<file path="src/rtl/byte_stream_reader.sv">
`default_nettype none
// ============================================================================
//  Module   : byte_stream_reader
//  Brief    : Latches a byte array and streams a selected, wrapping byte range
//             out one byte per cycle over a valid/ready interface.
//  Revision : 1.0 - initial release
// ============================================================================
module byte_stream_reader #(
    parameter int NBYTES = 32,
    parameter int W      = 8,
    localparam int IW    = $clog2(NBYTES),
    localparam int RW    = IW + 1
) (
    input  logic                clk,
    input  logic                rst,
    input  logic                in_valid,
    output logic                in_ready,
    input  logic [NBYTES*W-1:0] in_data,
    input  logic [31:0]         in_start,
    input  logic [31:0]         in_len,
    output logic                out_valid,
    input  logic                out_ready,
    output logic [W-1:0]        out_data,
    output logic [IW-1:0]       out_idx,
    output logic                out_last,
    output logic                trunc,
    output logic                busy
);

    typedef enum logic [0:0] {
        IDLE   = 1'b0,
        STREAM = 1'b1
    } state_t;

    state_t                   state_q, state_d;
    logic [NBYTES-1:0][W-1:0] mem_q, mem_d;
    logic [IW-1:0]            idx_q, idx_d;
    logic [RW-1:0]            rem_q, rem_d;
    logic                     trunc_q, trunc_d;

    logic w_stream;
    logic w_load;
    logic w_xfer;
    logic w_clip;
    logic w_unused_start_hi;

    assign w_stream          = (state_q == STREAM);
    assign w_load            = in_valid && in_ready;
    assign w_xfer            = out_valid && out_ready;
    assign w_clip            = (in_len > 32'(NBYTES));
    assign w_unused_start_hi = ^in_start[31:IW];

    always_comb begin
        state_d = state_q;
        mem_d   = mem_q;
        idx_d   = idx_q;
        rem_d   = rem_q;
        trunc_d = 1'b0;
        case (state_q)
            IDLE: begin
                if (w_load) begin
                    mem_d   = in_data;
                    idx_d   = in_start[IW-1:0];
                    rem_d   = w_clip ? RW'(NBYTES) : in_len[RW-1:0];
                    trunc_d = w_clip;
                    // A zero-length load is accepted but produces no stream.
                    if (in_len != 32'd0) begin
                        state_d = STREAM;
                    end
                end
            end
            STREAM: begin
                if (w_xfer) begin
                    idx_d = idx_q + IW'(1);
                    rem_d = rem_q - RW'(1);
                    if (rem_q == RW'(1)) begin
                        state_d = IDLE;
                    end
                end
            end
            default: state_d = IDLE;
        endcase
    end

    always_ff @(posedge clk) begin
        if (rst) begin
            state_q <= IDLE;
            idx_q   <= '0;
            rem_q   <= '0;
            trunc_q <= 1'b0;
        end else begin
            state_q <= state_d;
            idx_q   <= idx_d;
            rem_q   <= rem_d;
            trunc_q <= trunc_d;
        end
    end

    // Buffer contents are irrelevant after reset; loads are blocked while rst is high.
    always_ff @(posedge clk) begin
        mem_q <= mem_d;
    end

    assign in_ready  = !w_stream && !rst;
    assign out_valid = w_stream;
    assign out_data  = w_stream ? mem_q[idx_q] : '0;
    assign out_idx   = w_stream ? idx_q : '0;
    assign out_last  = w_stream && (rem_q == RW'(1));
    assign trunc     = trunc_q;
    assign busy      = w_stream;

endmodule
`default_nettype wire

</file>
<file path="config.mk">
export PLATFORM = sky130hd
export DESIGN_NAME = byte_stream_reader
export DESIGN_NICKNAME = d
export VERILOG_FILES = /design/src/rtl/byte_stream_reader.sv
export SDC_FILE = /design/constraint.sdc
export NUM_CORES = 1
export LEC_CHECK = 0
export CAP_MARGIN = 20
export CELL_PAD_IN_SITES_DETAIL_PLACEMENT = 1
export CELL_PAD_IN_SITES_GLOBAL_PLACEMENT = 2
export CORE_MARGIN = 2
export CORE_UTILIZATION = 35
export DETAILED_ROUTE_END_ITERATION = 6
export HOLD_SLACK_MARGIN = 0.05
export PLACE_DENSITY = 0.86
export SLEW_MARGIN = 20
export SYNTH_ARGS = -nofsm -noshare
export SYNTH_HDL_FRONTEND = slang
export SYNTH_SLANG_ARGS = --single-unit
</file>
<file path="constraint.sdc">
create_clock -name clk -period 7.9 [get_ports clk]
set_clock_uncertainty 0.1 [all_clocks]
set_input_delay 1.185 -clock clk [delete_from_list [all_inputs] [get_ports clk]]
set_output_delay 1.185 -clock clk [all_outputs]
set_load 0.005 [all_outputs]
</file>
# --- Word-level counts from Yosys, hierarchy flattened ---
# Index checks and enable logic that the tools add are counted.
classes:
  add_sub_neg: 2
  eq_ne: 3
  bitwise_logic: 2
  n_reduce_logical: 10
  n_lt_le_gt_ge: 2
  mux: 16
ops:
  columns: ["op", "count"]
  rows:
  - ["binary-select mux 8 bit (select 5 bit)", 1]
  - ["> comparator 32 x 6 -> 1 bit (second input constant)", 1]
  - ["nonzero test 32 bit", 1]
  - ["2-to-1 mux 6 bit", 3]
  - ["2-to-1 mux 8 bit", 2]
  - ["2-to-1 mux 5 bit", 3]
  - ["one-hot mux 6 bit (2 select lines)", 1]
  - ["one-hot mux 5 bit (2 select lines)", 1]
  - ["== test 6 x 1 -> 1 bit (second input constant)", 1]
  - ["< comparator 5 x 6 -> 1 bit (second input constant)", 1]
  - ["subtractor 6 x 1 -> 6 bit (second input constant)", 1]
  - ["adder 5 x 1 -> 5 bit (second input constant)", 1]
  - ["logical AND 1 bit", 4]
  - ["2-to-1 mux 1 bit", 4]
  - ["AND reduction 2 bit", 2]
  - ["OR reduction 3 bit", 1]
  - ["zero test 1 bit", 2]
  - ["!= test 2 x 1 -> 1 bit (second input constant)", 1]
  - ["!= test 2 bit (second input constant)", 1]
  - ["NOT 1 bit", 2]
  - ["one-hot mux 1 bit (2 select lines)", 1]
word_totals:
  regBits: 269
  word_cells: 71

# --- Longest topological paths before layout ---
# Gate-level depths: netlist of run 1.
logic_depth:
  depth_word: 5
  ltp_mapped: 9
  ltp_nobuf: 7

# --- Least setup slack after synthesis of run 1 ---
# Ideal clock, no wire load.
synth_timing:
  path_kind: "input to register"
  start: "input port rst"
  end: "register idx_q[4]"
  path_slack_ns: 2.579
  path_stages: 8
  arrival_ns: 5.135
  cell_sequence: "nor2_1 -> nand2_1 -> inv_2 -> a21oi_1 -> buf_2 -> a21oi_1 -> nor2_1 -> a211oi_1"
synth_between:
  elab_chain_cells: 5
synth_rtl:
  columns: ["element", "line_no", "text"]
  rows:
  - ["from (decl)", "15", "input logic rst,"]
  - ["zero test 1 bit", "104", "assign in_ready = !w_stream && !rst;"]
  - ["logical AND 1 bit", "104", null]
  - ["logical AND 1 bit", "48", "assign w_load = in_valid && in_ready;"]
  - ["!= test 2 bit (no line)", null, null]
  - ["AND reduction 2 bit (no line)", null, null]
  - ["to (signal assigned)", "93", "idx_q <= idx_d;"]
  - ["to (decl)", "37", "logic [IW-1:0] idx_q, idx_d;"]
# Parallel ways exist; a longest one is shown, timed or not.
# A chain may end at the register's enable or synchronous reset.

# --- Final worst setup path of run 1 ---
layout_timing:
  start: "register idx_q[1]"
  end: "output port out_data[4]"
layout_between:
  elab_chain_cells: 3
layout_rtl:
  columns: ["element", "line_no", "text"]
  rows:
  - ["binary-select mux 8 bit (select 5 bit)", "106", "assign out_data = w_stream ? mem_q[idx_q] : '0;"]
  - ["2-to-1 mux 8 bit (implied by the code)", "106", null]
  - ["2-to-1 mux 8 bit", "106", null]
  - ["to (decl)", "23", "output logic [W-1:0] out_data,"]
# Every way passes these cells. The select of a mux whose other input is x is not followed.

==> metrics.txt, run 1 <==
# TYPE chip_impl_metric gauge
chip_impl_metric{name="seqCellArea",unit="um2"} 7960
chip_impl_info{name="hold_path_startpoint",value="rem_q[3]"} 1
chip_impl_metric{name="clock-sinks",unit=""} 269
chip_impl_metric{name="mapped_avg_cell_area",unit="um2"} 19.6
chip_impl_metric{name="cts_repair_resize_count",unit=""} 0
chip_impl_metric{name="floorplan.initialDensity",unit="%"} 35.6
chip_impl_info{name="worst_path_dominant_cell_family",value="buffers and inverters"} 1
chip_impl_metric{name="buffer_ports.inserted",unit=""} 314
chip_impl_metric{name="fp-row-count",unit=""} 64
chip_impl_metric{name="power_per_cell_area",unit="nW/um2"} 219
chip_impl_info{name="slowest_stage",value="sky130_fd_sc_hd__dfxtp_4"} 1
chip_impl_metric{name="detailed_place_hpwl",unit="um"} 20800
chip_impl_info{name="start_kind",value="flip-flop"} 1
chip_impl_metric{name="post-route-period-util",unit="%"} 64.8
chip_impl_metric{name="final.fill_count",unit=""} 2916
chip_impl_metric{name="yosysWarnings",unit=""} 0
chip_impl_metric{name="nNetsFinal",unit=""} 1203
chip_impl_metric{name="critical_path_depth",unit=""} 6
chip_impl_metric{name="worst_path_largest_cell_delay",unit="ps"} 930
chip_impl_metric{name="final-setup-viol-count",unit=""} 0
chip_impl_metric{name="drt_wl_total",unit="um"} 29300
chip_impl_info{name="cp-end-kind",value="output pin"} 1
chip_impl_info{name="postSynth.topFlopCell",value="sky130_fd_sc_hd__edfxtp_1"} 1
chip_impl_metric{name="die_width",unit="um"} 180
chip_impl_metric{name="place.gp.congestion",unit=""} 0.748
chip_impl_info{name="timing_worst_setup_path_type",value="flip-flop to output pin"} 1
chip_impl_metric{name="grt_pass1_vias",unit=""} 7347
chip_impl_metric{name="post_synth_num_cell_types",unit=""} 51
chip_impl_metric{name="timing.critical_path.buf_inv",unit=""} 2
chip_impl_metric{name="via_count",unit=""} 6571
chip_impl_metric{name="drive_above_1_share",unit="%"} 12.7
chip_impl_metric{name="area_used_by_multi_input_combinational_logic",unit="um2"} 2630
chip_impl_metric{name="final_instance_area",unit="um2"} 15200
chip_impl_info{name="min_delay_worst_type",value="flip-flop to flip-flop"} 1
chip_impl_metric{name="first_pass_grt_wire_length",unit="um"} 44300
chip_impl_metric{name="bufs_on_longest_clock_path",unit=""} 3
chip_impl_metric{name="irDropWorstVdd",unit="mV"} 0.165
chip_impl_metric{name="clock_transition_time_at_the_flip_flop_clock_pins_of_the_worst_setup_and_hold_paths",unit="ps"} 60
chip_impl_metric{name="route.detailed.vias_per_inst",unit=""} 5.06
chip_impl_info{name="cts_root_buf",value="sky130_fd_sc_hd__clkbuf_16"} 1
chip_impl_metric{name="dpl_cell_area",unit="um2"} 14300
chip_impl_metric{name="detailedRoute.firstIterationViolations",unit=""} 344
chip_impl_info{name="worst_r2r_endpoint",value="mem_q[247]"} 1
chip_impl_metric{name="grt_max_degree",unit=""} 94
chip_impl_metric{name="synth_area",unit="um2"} 10900
chip_impl_info{name="reg2reg_from",value="busy"} 1
chip_impl_metric{name="die_area",unit="um2"} 32500
chip_impl_metric{name="report.final.hold_viol_count",unit=""} 0
chip_impl_metric{name="layout-area-overhead-vs-synth",unit="%"} 39.9
chip_impl_metric{name="report.final.slew_viol_count",unit=""} 0
chip_impl_metric{name="timing.final.crit_period",unit="ps"} 5120
chip_impl_info{name="run_status",value="finished, final reports clean"} 1
chip_impl_metric{name="syn-instance-count",unit=""} 555
chip_impl_metric{name="cp_max_fo",unit=""} 46
chip_impl_metric{name="r2r_setup_slack",unit="ps"} 4900
chip_impl_metric{name="post_synthesis_async_set_or_reset_flop_share",unit="%"} 0
chip_impl_metric{name="power_leakage",unit="uW"} 0.00490
chip_impl_metric{name="worst_slew_margin_rel",unit="%"} 29.0
chip_impl_metric{name="wl_per_cell",unit="um"} 22.5
chip_impl_metric{name="p_total",unit="uW"} 3340
chip_impl_metric{name="drv_cap",unit=""} 0
chip_impl_metric{name="cts_made_buffers",unit=""} 30
chip_impl_metric{name="antenna_found_initial",unit=""} 8
chip_impl_metric{name="synth_seq_cells",unit=""} 269
chip_impl_metric{name="timing.critical_path.arrival",unit="ps"} 3830
chip_impl_metric{name="ff2ff_path_depth",unit=""} 5
chip_impl_metric{name="number_of_setup_buffers_added_after_cts",unit=""} 0
chip_impl_info{name="hold_path_end",value="rem_q[3]"} 1
chip_impl_info{name="grt_setup_unrepaired",value="false"} 1
chip_impl_metric{name="synth-seq-area-share",unit="%"} 73.0
chip_impl_metric{name="floorplan.die.height",unit="um"} 180
chip_impl_metric{name="hold-path-cell-count",unit=""} 2
chip_impl_metric{name="grtUsageTotal",unit="%"} 17.9
chip_impl_metric{name="achievable-frequency",unit="MHz"} 195
chip_impl_metric{name="number_of_optimization_iterations_in_the_first_detailed_route_pass",unit=""} 5
chip_impl_metric{name="worstMarginPinSlew",unit="ps"} 1060
chip_impl_metric{name="antenna_left",unit=""} 0
chip_impl_metric{name="post_cts_hold_buffer_count",unit=""} 0
chip_impl_metric{name="finalSetupTns",unit="ps"} 0
chip_impl_metric{name="grt-ovfl-total",unit=""} 0
chip_impl_metric{name="top_level_ports",unit=""} 342
chip_impl_metric{name="placeableCoreArea",unit="um2"} 30600
chip_impl_metric{name="cts_htree_levels",unit=""} 1
chip_impl_metric{name="synthesis.nets",unit=""} 882
chip_impl_info{name="cts_tree",value="yes"} 1
chip_impl_metric{name="drt_drc_violations_left",unit=""} 0
chip_impl_info{name="critical_path.cell_chain",value="buf_4, mux4_2, or3_1, o221ai_1, a211oi_1, clkdlybuf4s50_1"} 1
chip_impl_metric{name="worst_ep_required_time",unit="ps"} 6610
chip_impl_metric{name="synth_enable_flop_cells",unit=""} 256
chip_impl_metric{name="clock_latency",unit="ps"} 550
==> cell usage in the layout, fill, tap and decap left out, drive strengths merged, types with 12 or more instances in the layout <==
master / count
mux2i: 24
clkbuf: 40
clkdlybuf4s50: 314
dfxtp: 13
nor3: 13
a21oi: 12
mux4: 57
edfxtp: 256
nand2: 23
nor2: 15
==> how the worst max path moves through the flow <==
stage | from | to | slack [ps]
global route | idx_q[1] | out_data[4] | 2500
floorplan | rst | idx_q[4] | 2580
finish | idx_q[1] | out_data[4] | 2780
global placement | idx_q[1] | out_data[4] | 3220
detailed placement | idx_q[1] | out_data[4] | 3210
CTS | idx_q[1] | out_data[4] | 2590
==> kinds of logic (layout without fill, tap and decap cells) <==
family	count (synthesis)	count (layout)	synth area share (%)
multiplexers	84	84	14.4
AO/OA/AOI/OAI	58	58	4.19
other	0	6	0
XOR/XNOR	4	4	0.322
adder cells (fa/ha/maj)	3	3	0.345
buffers and inverters	41	383	2.91
AND/OR/NAND/NOR	96	96	4.84
flip-flops	269	269	73.0
==> power breakdown <==
part	leakage, uW	internal, uW	switching (uW)
combinational	0.00197	234	146
sequential	0.00249	1640	44.5
clock	0.000435	730	546
==> layout make-up <==
| cell class | count | share of cell area, % |
|---|---|---|
| antenna | 6 | 0.0986 |
| multi-input combinational | 245 | 17.3 |
| inverter | 9 | 0.271 |
| timing repair buffer | 321 | 21.0 |
| sequential | 269 | 52.2 |
| clock buffer | 40 | 5.17 |
| tap | 396 | 3.25 |
| clock inverter | 13 | 0.731 |
==> sequential cells by signal (all words and copies together), names as in the netlist <==
| signal | flops |
|---|---|
| busy | 1 |
| idx_q | 5 |
| mem_q | 256 |
| rem_q | 6 |
| trunc | 1 |
==> worst reg2reg max path, cell delays in order, from the launching register on <==
cell                      delay, ps
sky130_fd_sc_hd__dfxtp_1        300
sky130_fd_sc_hd__buf_4          260
sky130_fd_sc_hd__nor2_1         190
sky130_fd_sc_hd__nand2_1        210
sky130_fd_sc_hd__inv_8          460
sky130_fd_sc_hd__buf_4         1040
==> through the flow <==
| stage | utilization [%] | std cells | hold WS [ps] | setup slack (ps) |
|---|---|---|---|---|
| finish | 49.8 | 1299 | 434 | 2780 |
| global route | 49.8 | 1299 | 466 | 2500 |
| global placement | 46.8 | 1240 | 410 | 3220 |
| CTS | 49.7 | 1293 | 437 | 2590 |
| floorplan | - | 555 | 393 | 2580 |
| detailed placement | 46.8 | 1240 | 426 | 3210 |
==> synth_stat cells (5+ instances only) <==
cell                       instances  area share, %
sky130_fd_sc_hd__a211oi_1          9           0.62
sky130_fd_sc_hd__a21oi_1          12           0.55
sky130_fd_sc_hd__buf_2            12           0.55
sky130_fd_sc_hd__buf_6             8           0.83
sky130_fd_sc_hd__dfxtp_1          13            2.4
sky130_fd_sc_hd__edfxtp_1        256             71
sky130_fd_sc_hd__inv_1             8           0.28
sky130_fd_sc_hd__mux2i_1          24            2.2
sky130_fd_sc_hd__mux4_2           54             11
sky130_fd_sc_hd__nand2_1          23           0.79
sky130_fd_sc_hd__nand3_1           6           0.28
sky130_fd_sc_hd__nor2_1           15           0.52
sky130_fd_sc_hd__nor3_1           12           0.55
sky130_fd_sc_hd__nor4_1            8           0.46
sky130_fd_sc_hd__o221ai_1          6           0.48
sky130_fd_sc_hd__o22ai_1           5           0.29
sky130_fd_sc_hd__o311ai_1          7           0.56
sky130_fd_sc_hd__or3_1             6           0.34
==> per-layer routing <==
layer  global-route usage, %  part of all wire, %  vias up
met3                    4.55                  6.2       49
met4                    6.29                  2.9        4
li1                        -                    -     2951
met1                    20.6                   37     3334
met2                    32.3                   54      233
met5                       0                0.085        -
Power figures use the tool's default switching activity.
==> inputs of run 2 (changes only) <==
- CORE_UTILIZATION: 35 -> 30
- PLACE_DENSITY: 0.86 -> 0.79
- clock period: 7.9 -> 4.1 ns (I/O delays scaled with it)
==> metrics.txt, run 2 (synthesis results as in run 1) <==
# TYPE chip_impl_metric gauge
chip_impl_metric{name="floorplan.initialDensity",unit="%"} 30.5
chip_impl_metric{name="detailed_place_hpwl",unit="um"} 22000
chip_impl_metric{name="detailedRoute.firstIterationViolations",unit=""} 259
chip_impl_metric{name="buffer_ports.inserted",unit=""} 314
chip_impl_metric{name="grt_max_degree",unit=""} 139
chip_impl_metric{name="cts_made_buffers",unit=""} 31
chip_impl_info{name="largest_registers",value="mem_q: 256 flops, rem_q: 6 flops, idx_q: 5 flops"} 1
chip_impl_info{name="cts_root_buf",value="sky130_fd_sc_hd__clkbuf_16"} 1
chip_impl_metric{name="irDropWorstVdd",unit="mV"} 0.319
chip_impl_metric{name="grt_pass1_vias",unit=""} 7373
chip_impl_info{name="timing_worst_setup_path_type",value="flip-flop to output pin"} 1
chip_impl_metric{name="antenna_left",unit=""} 0
chip_impl_metric{name="final.fill_count",unit=""} 3515
chip_impl_metric{name="finalSetupTns",unit="ps"} 0
chip_impl_metric{name="post_cts_hold_buffer_count",unit=""} 0
chip_impl_info{name="run_status",value="finished, final reports clean"} 1
chip_impl_metric{name="achievable-frequency",unit="MHz"} 254
chip_impl_metric{name="grtUsageTotal",unit="%"} 16.4
chip_impl_metric{name="power_leakage",unit="uW"} 0.00503
chip_impl_info{name="largest_reg_by_ff_count",value="mem_q"} 1
chip_impl_info{name="worst_path_dominant_cell_family",value="buffers and inverters"} 1
chip_impl_metric{name="place.gp.congestion",unit=""} 0.801
chip_impl_metric{name="top_level_ports",unit=""} 342
chip_impl_metric{name="wl_per_cell",unit="um"} 22.4
chip_impl_metric{name="die_width",unit="um"} 195
chip_impl_info{name="cp-end-kind",value="output pin"} 1
chip_impl_metric{name="bufs_on_longest_clock_path",unit=""} 3
chip_impl_metric{name="placeableCoreArea",unit="um2"} 35700
chip_impl_metric{name="report.final.slew_viol_count",unit=""} 0
chip_impl_metric{name="worst_path_largest_cell_delay",unit="ps"} 860
chip_impl_metric{name="number_of_setup_buffers_added_after_cts",unit=""} 0
chip_impl_metric{name="via_count",unit=""} 6506
chip_impl_metric{name="fin_cells",unit=""} 1375
chip_impl_metric{name="dp.cells",unit=""} 1315
chip_impl_info{name="slowest_stage",value="sky130_fd_sc_hd__dfxtp_4"} 1
chip_impl_metric{name="grt-ovfl-total",unit=""} 0
chip_impl_metric{name="clock_transition_time_at_the_flip_flop_clock_pins_of_the_worst_setup_and_hold_paths",unit="ps"} 60
chip_impl_metric{name="timing.critical_path.buf_inv",unit=""} 2
chip_impl_metric{name="drt_wl_total",unit="um"} 30700
chip_impl_info{name="mostFrequentLayoutCell",value="sky130_fd_sc_hd__clkdlybuf4s50_1"} 1
chip_impl_metric{name="post-route-period-util",unit="%"} 96.1
chip_impl_metric{name="cp_max_fo",unit=""} 47
chip_impl_metric{name="cts_repair_resize_count",unit=""} 0
chip_impl_metric{name="report.final.hold_viol_count",unit=""} 0
chip_impl_metric{name="antenna_found_initial",unit=""} 4
chip_impl_metric{name="drt_drc_violations_left",unit=""} 0
chip_impl_metric{name="timing.final.crit_period",unit="ps"} 3940
chip_impl_metric{name="drv_cap",unit=""} 0
chip_impl_info{name="start_kind",value="flip-flop"} 1
chip_impl_metric{name="worstMarginPinSlew",unit="ps"} 829
chip_impl_metric{name="floorplan.die.height",unit="um"} 195
chip_impl_metric{name="die_area",unit="um2"} 37800
chip_impl_metric{name="power_per_cell_area",unit="nW/um2"} 436
chip_impl_metric{name="nNetsFinal",unit=""} 1214
chip_impl_metric{name="drive_above_1_share",unit="%"} 14.6
chip_impl_metric{name="final-setup-viol-count",unit=""} 0
chip_impl_metric{name="worst_ep_required_time",unit="ps"} 3380
chip_impl_metric{name="largest_register_ff_count",unit=""} 256
chip_impl_metric{name="clock_latency",unit="ps"} 570
chip_impl_metric{name="clock-sinks",unit=""} 269
chip_impl_metric{name="number_of_optimization_iterations_in_the_first_detailed_route_pass",unit=""} 4
chip_impl_info{name="cts_tree",value="yes"} 1
chip_impl_metric{name="route.detailed.vias_per_inst",unit=""} 4.73
chip_impl_metric{name="fp-row-count",unit=""} 69
chip_impl_info{name="min_delay_worst_type",value="flip-flop to flip-flop"} 1
chip_impl_metric{name="worst_slew_margin_rel",unit="%"} 44.7
chip_impl_metric{name="layout-area-overhead-vs-synth",unit="%"} 42.8
chip_impl_metric{name="first_pass_grt_wire_length",unit="um"} 46300
chip_impl_info{name="commonest_cells_after_routing_fill_and_taps_aside",value="sky130_fd_sc_hd__clkdlybuf4s50_1, sky130_fd_sc_hd__edfxtp_1, sky130_fd_sc_hd__mux4_2"} 1
chip_impl_metric{name="timing.critical_path.arrival",unit="ps"} 3220
chip_impl_info{name="critical_path.cell_chain",value="buf_4, mux4_2, or3_1, o221ai_1, a211oi_1, clkdlybuf4s50_1"} 1
chip_impl_metric{name="cts_htree_levels",unit=""} 1
chip_impl_info{name="grt_setup_unrepaired",value="false"} 1
==> run 2: changes by cell type in the layout (fill, tap and decap cells not counted), sizes merged <==
cell and delta:
inv +2, clkinvlp +2, buf +10, diode -3
bufinv +3, clkbuf -3
==> run 2: where the power goes <==
group	switching (uW)	internal [uW]
Clock	1130	1640
Combinational	308	468
Sequential	65.5	3160
==> run 2: layout make-up <==
cell class / instances / area, um2 / share of cell area (%)
flip-flops and latches: 269 / 7960 / 51.2
repair buffers: 331 / 3320 / 21.4
multi-input cells: 245 / 2630 / 16.9
clock buffers: 37 / 798 / 5.13
well taps: 461 / 577 / 3.71
clock inverters: 20 / 219 / 1.41
inverters: 9 / 46.3 / 0.298
diodes: 3 / 7.51 / 0.0483
==> run 2: worst paths after layout <==
kind         startpoint          end  slack, ps  depth (start not counted)
min            rem_q[4]     rem_q[4]        430                          2
min reg2reg    rem_q[4]     rem_q[4]        430                          2
max reg2reg        busy     rem_q[1]       1480                          8
max            idx_q[2]  out_data[3]        160                          6
==> run 2: per-stage QoR <==
| step | area [um2] | worst slack, ps | hold slack [ps] | utilization [%] | power [uW] |
|---|---|---|---|---|---|
| finish | 15600 | 161 | 432 | 43.6 | 6770 |
| global route | 15600 | 21.5 | 455 | 43.6 | 7040 |
| CTS | 15500 | 89.1 | 431 | 43.6 | 6890 |
| detailed placement | 14500 | 751 | 421 | 40.7 | 4080 |
| global placement | 14500 | 732 | 408 | 40.7 | 4060 |
| floorplan | 10900 | 530 | 393 | - | 3630 |
==> run 2: worst reg2reg max path, delay by kind of cell, from the launching register on <==
family / cells / cell delay [ps]
buffers and inverters: 3 / 760
AND/OR/NAND/NOR: 3 / 470
flip-flops: 1 / 540
AO/OA/AOI/OAI: 2 / 670
==> run 2: per-layer routing <==
metal | vias up | global-route usage, % | wire [um]
met5 | - | 0 | 13
met3 | 52 | 4.70 | 2350
met1 | 3228 | 18.8 | 11600
met4 | 2 | 5.19 | 820
li1 | 2975 | - | -
met2 | 249 | 29.4 | 16000
==> inputs of run 3 (changes only) <==
- RECOVER_POWER: unset -> 100
- TNS_END_PERCENT: unset -> 100
==> metrics.txt, run 3 (synthesis results as in run 1) <==
# TYPE chip_impl_metric gauge
chip_impl_metric{name="placeableCoreArea",unit="um2"} 35700
chip_impl_metric{name="grt_pass1_vias",unit=""} 7373
chip_impl_metric{name="post-route-period-util",unit="%"} 95.8
chip_impl_metric{name="clock-sinks",unit=""} 269
chip_impl_metric{name="place.gp.congestion",unit=""} 0.801
chip_impl_info{name="cp-end-kind",value="output pin"} 1
chip_impl_metric{name="timing.critical_path.buf_inv",unit=""} 2
chip_impl_metric{name="final.fill_count",unit=""} 3521
chip_impl_metric{name="clock_latency",unit="ps"} 570
chip_impl_metric{name="floorplan.initialDensity",unit="%"} 30.5
chip_impl_info{name="timing_worst_setup_path_type",value="flip-flop to output pin"} 1
chip_impl_metric{name="timing.critical_path.arrival",unit="ps"} 3210
chip_impl_metric{name="drv_cap",unit=""} 2
chip_impl_metric{name="area_used_by_multi_input_combinational_logic",unit="um2"} 2630
chip_impl_metric{name="wl_per_cell",unit="um"} 22.2
chip_impl_metric{name="post_cts_hold_buffer_count",unit=""} 0
chip_impl_metric{name="finalSetupTns",unit="ps"} 0
chip_impl_metric{name="layout-area-overhead-vs-synth",unit="%"} 42.6
chip_impl_metric{name="report.final.slew_viol_count",unit=""} 260
chip_impl_metric{name="top_level_ports",unit=""} 342
chip_impl_metric{name="route.detailed.vias_per_inst",unit=""} 4.73
chip_impl_metric{name="bufs_on_longest_clock_path",unit=""} 3
chip_impl_metric{name="cts_made_buffers",unit=""} 31
chip_impl_info{name="min_delay_worst_type",value="flip-flop to flip-flop"} 1
chip_impl_metric{name="worst_ep_required_time",unit="ps"} 3380
chip_impl_metric{name="final-setup-viol-count",unit=""} 0
chip_impl_metric{name="nNetsFinal",unit=""} 1214
chip_impl_metric{name="first_pass_grt_wire_length",unit="um"} 46300
chip_impl_metric{name="grt_max_degree",unit=""} 139
chip_impl_info{name="cts_tree",value="yes"} 1
chip_impl_info{name="cts_root_buf",value="sky130_fd_sc_hd__clkbuf_16"} 1
chip_impl_info{name="grt_setup_unrepaired",value="false"} 1
chip_impl_metric{name="worstMarginPinSlew",unit="ps"} 1940
chip_impl_info{name="critical_path.cell_chain",value="buf_4, mux4_2, or3_1, o221ai_1, a211oi_1, clkdlybuf4s50_1"} 1
chip_impl_metric{name="ff2ff_path_depth",unit=""} 5
chip_impl_metric{name="die_width",unit="um"} 195
chip_impl_info{name="largest_reg_by_ff_count",value="mem_q"} 1
chip_impl_info{name="start_kind",value="flip-flop"} 1
chip_impl_metric{name="cp_max_fo",unit=""} 47
chip_impl_metric{name="number_of_setup_buffers_added_after_cts",unit=""} 0
chip_impl_metric{name="fp-row-count",unit=""} 69
chip_impl_metric{name="worst_path_largest_cell_delay",unit="ps"} 850
chip_impl_metric{name="via_count",unit=""} 6540
chip_impl_metric{name="irDropWorstVdd",unit="mV"} 0.317
chip_impl_metric{name="p_total",unit="uW"} 6720
chip_impl_metric{name="power_per_cell_area",unit="nW/um2"} 433
chip_impl_metric{name="seqCellArea",unit="um2"} 7960
chip_impl_info{name="commonest_cells_after_routing_fill_and_taps_aside",value="sky130_fd_sc_hd__dlygate4sd3_1, sky130_fd_sc_hd__edfxtp_1, sky130_fd_sc_hd__mux4_2"} 1
chip_impl_metric{name="number_of_optimization_iterations_in_the_first_detailed_route_pass",unit=""} 4
chip_impl_metric{name="cts_repair_resize_count",unit=""} 0
chip_impl_metric{name="timing.final.crit_period",unit="ps"} 3930
chip_impl_info{name="largest_registers",value="mem_q: 256 flops, rem_q: 6 flops, idx_q: 5 flops"} 1
chip_impl_metric{name="drt_drc_violations_left",unit=""} 0
chip_impl_metric{name="detailed_place_hpwl",unit="um"} 22000
chip_impl_metric{name="cts_htree_levels",unit=""} 1
chip_impl_metric{name="largest_register_ff_count",unit=""} 256
chip_impl_metric{name="grt-ovfl-total",unit=""} 0
chip_impl_info{name="slowest_stage",value="sky130_fd_sc_hd__dfxtp_4"} 1
chip_impl_metric{name="drt_wl_total",unit="um"} 30700
chip_impl_metric{name="hold-path-cell-count",unit=""} 2
chip_impl_metric{name="antenna_left",unit=""} 0
chip_impl_info{name="worst_path_dominant_cell_family",value="buffers and inverters"} 1
chip_impl_info{name="mostFrequentLayoutCell",value="sky130_fd_sc_hd__dlygate4sd3_1"} 1
chip_impl_metric{name="clock_transition_time_at_the_flip_flop_clock_pins_of_the_worst_setup_and_hold_paths",unit="ps"} 60
chip_impl_metric{name="buffer_ports.inserted",unit=""} 314
chip_impl_metric{name="achievable-frequency",unit="MHz"} 255
chip_impl_metric{name="floorplan.die.height",unit="um"} 195
chip_impl_metric{name="power_leakage",unit="uW"} 0.00511
chip_impl_info{name="violations",value="max-capacitance violations, max-slew violations"} 1
chip_impl_info{name="run_status",value="finished with violations"} 1
chip_impl_metric{name="detailedRoute.firstIterationViolations",unit=""} 295
chip_impl_metric{name="grtUsageTotal",unit="%"} 16.4
chip_impl_metric{name="report.final.hold_viol_count",unit=""} 0
chip_impl_metric{name="worst_slew_margin_rel",unit="%"} -29.6
chip_impl_metric{name="drive_above_1_share",unit="%"} 14.5
chip_impl_metric{name="antenna_found_initial",unit=""} 14
chip_impl_metric{name="die_area",unit="um2"} 37800
chip_impl_metric{name="critical_path_depth",unit=""} 6
run 3: path summary, 6_finish.rpt:
check,from,slack (ps),to
worst max-delay path,idx_q[2],170,out_data[3]
worst min-delay path,rem_q[4],430,rem_q[4]
worst max register to register,busy,680,mem_q[139]
worst min register to register,rem_q[4],430,rem_q[4]
run 3: final cells by class:
cell class                 instances  share of cell area [%]
sequential                       269                    51.2
inverter                           9                   0.226
multi-input combinational        245                    16.9
clock inverter                    20                    1.41
timing repair buffer             331                    21.2
antenna                           12                   0.193
clock buffer                      37                    5.14
tap                              461                    3.71
run 3: per-stage QoR:
step	setup WS (ps)	hold slack, ps	utilization (%)	cells	instance area (um2)
final	172	430	43.6	1384	15500
after global routing	13.1	455	43.5	1381	15500
after CTS	89.1	431	43.6	1372	15500
after detailed placement	751	421	40.7	1315	14500
after global placement	732	408	40.7	1315	14500
after floorplan	530	393	-	555	10900
run 3: tightest hold or removal path, delay by kind of cell (launching register included):
family           cells  cell delay, ps
flip-flops           1             330
AND/OR/NAND/NOR      2             160
run 3: report_power, final:
| group | internal [uW] | switching, uW |
|---|---|---|
| Sequential | 3170 | 65.5 |
| Combinational | 411 | 306 |
| Clock | 1640 | 1130 |
run 3: per-layer routing:
| metal | vias to the layer above | share of wire (%) | wire (um) | track usage, % |
|---|---|---|---|---|
| met1 | 3246 | 38 | 11600 | 18.8 |
| met2 | 246 | 52 | 16000 | 29.4 |
| li1 | 2988 | - | - | - |
| met4 | 8 | 2.3 | 718 | 5.19 |
| met3 | 52 | 7.5 | 2300 | 4.70 |
| met5 | - | 0.16 | 50 | 0 |
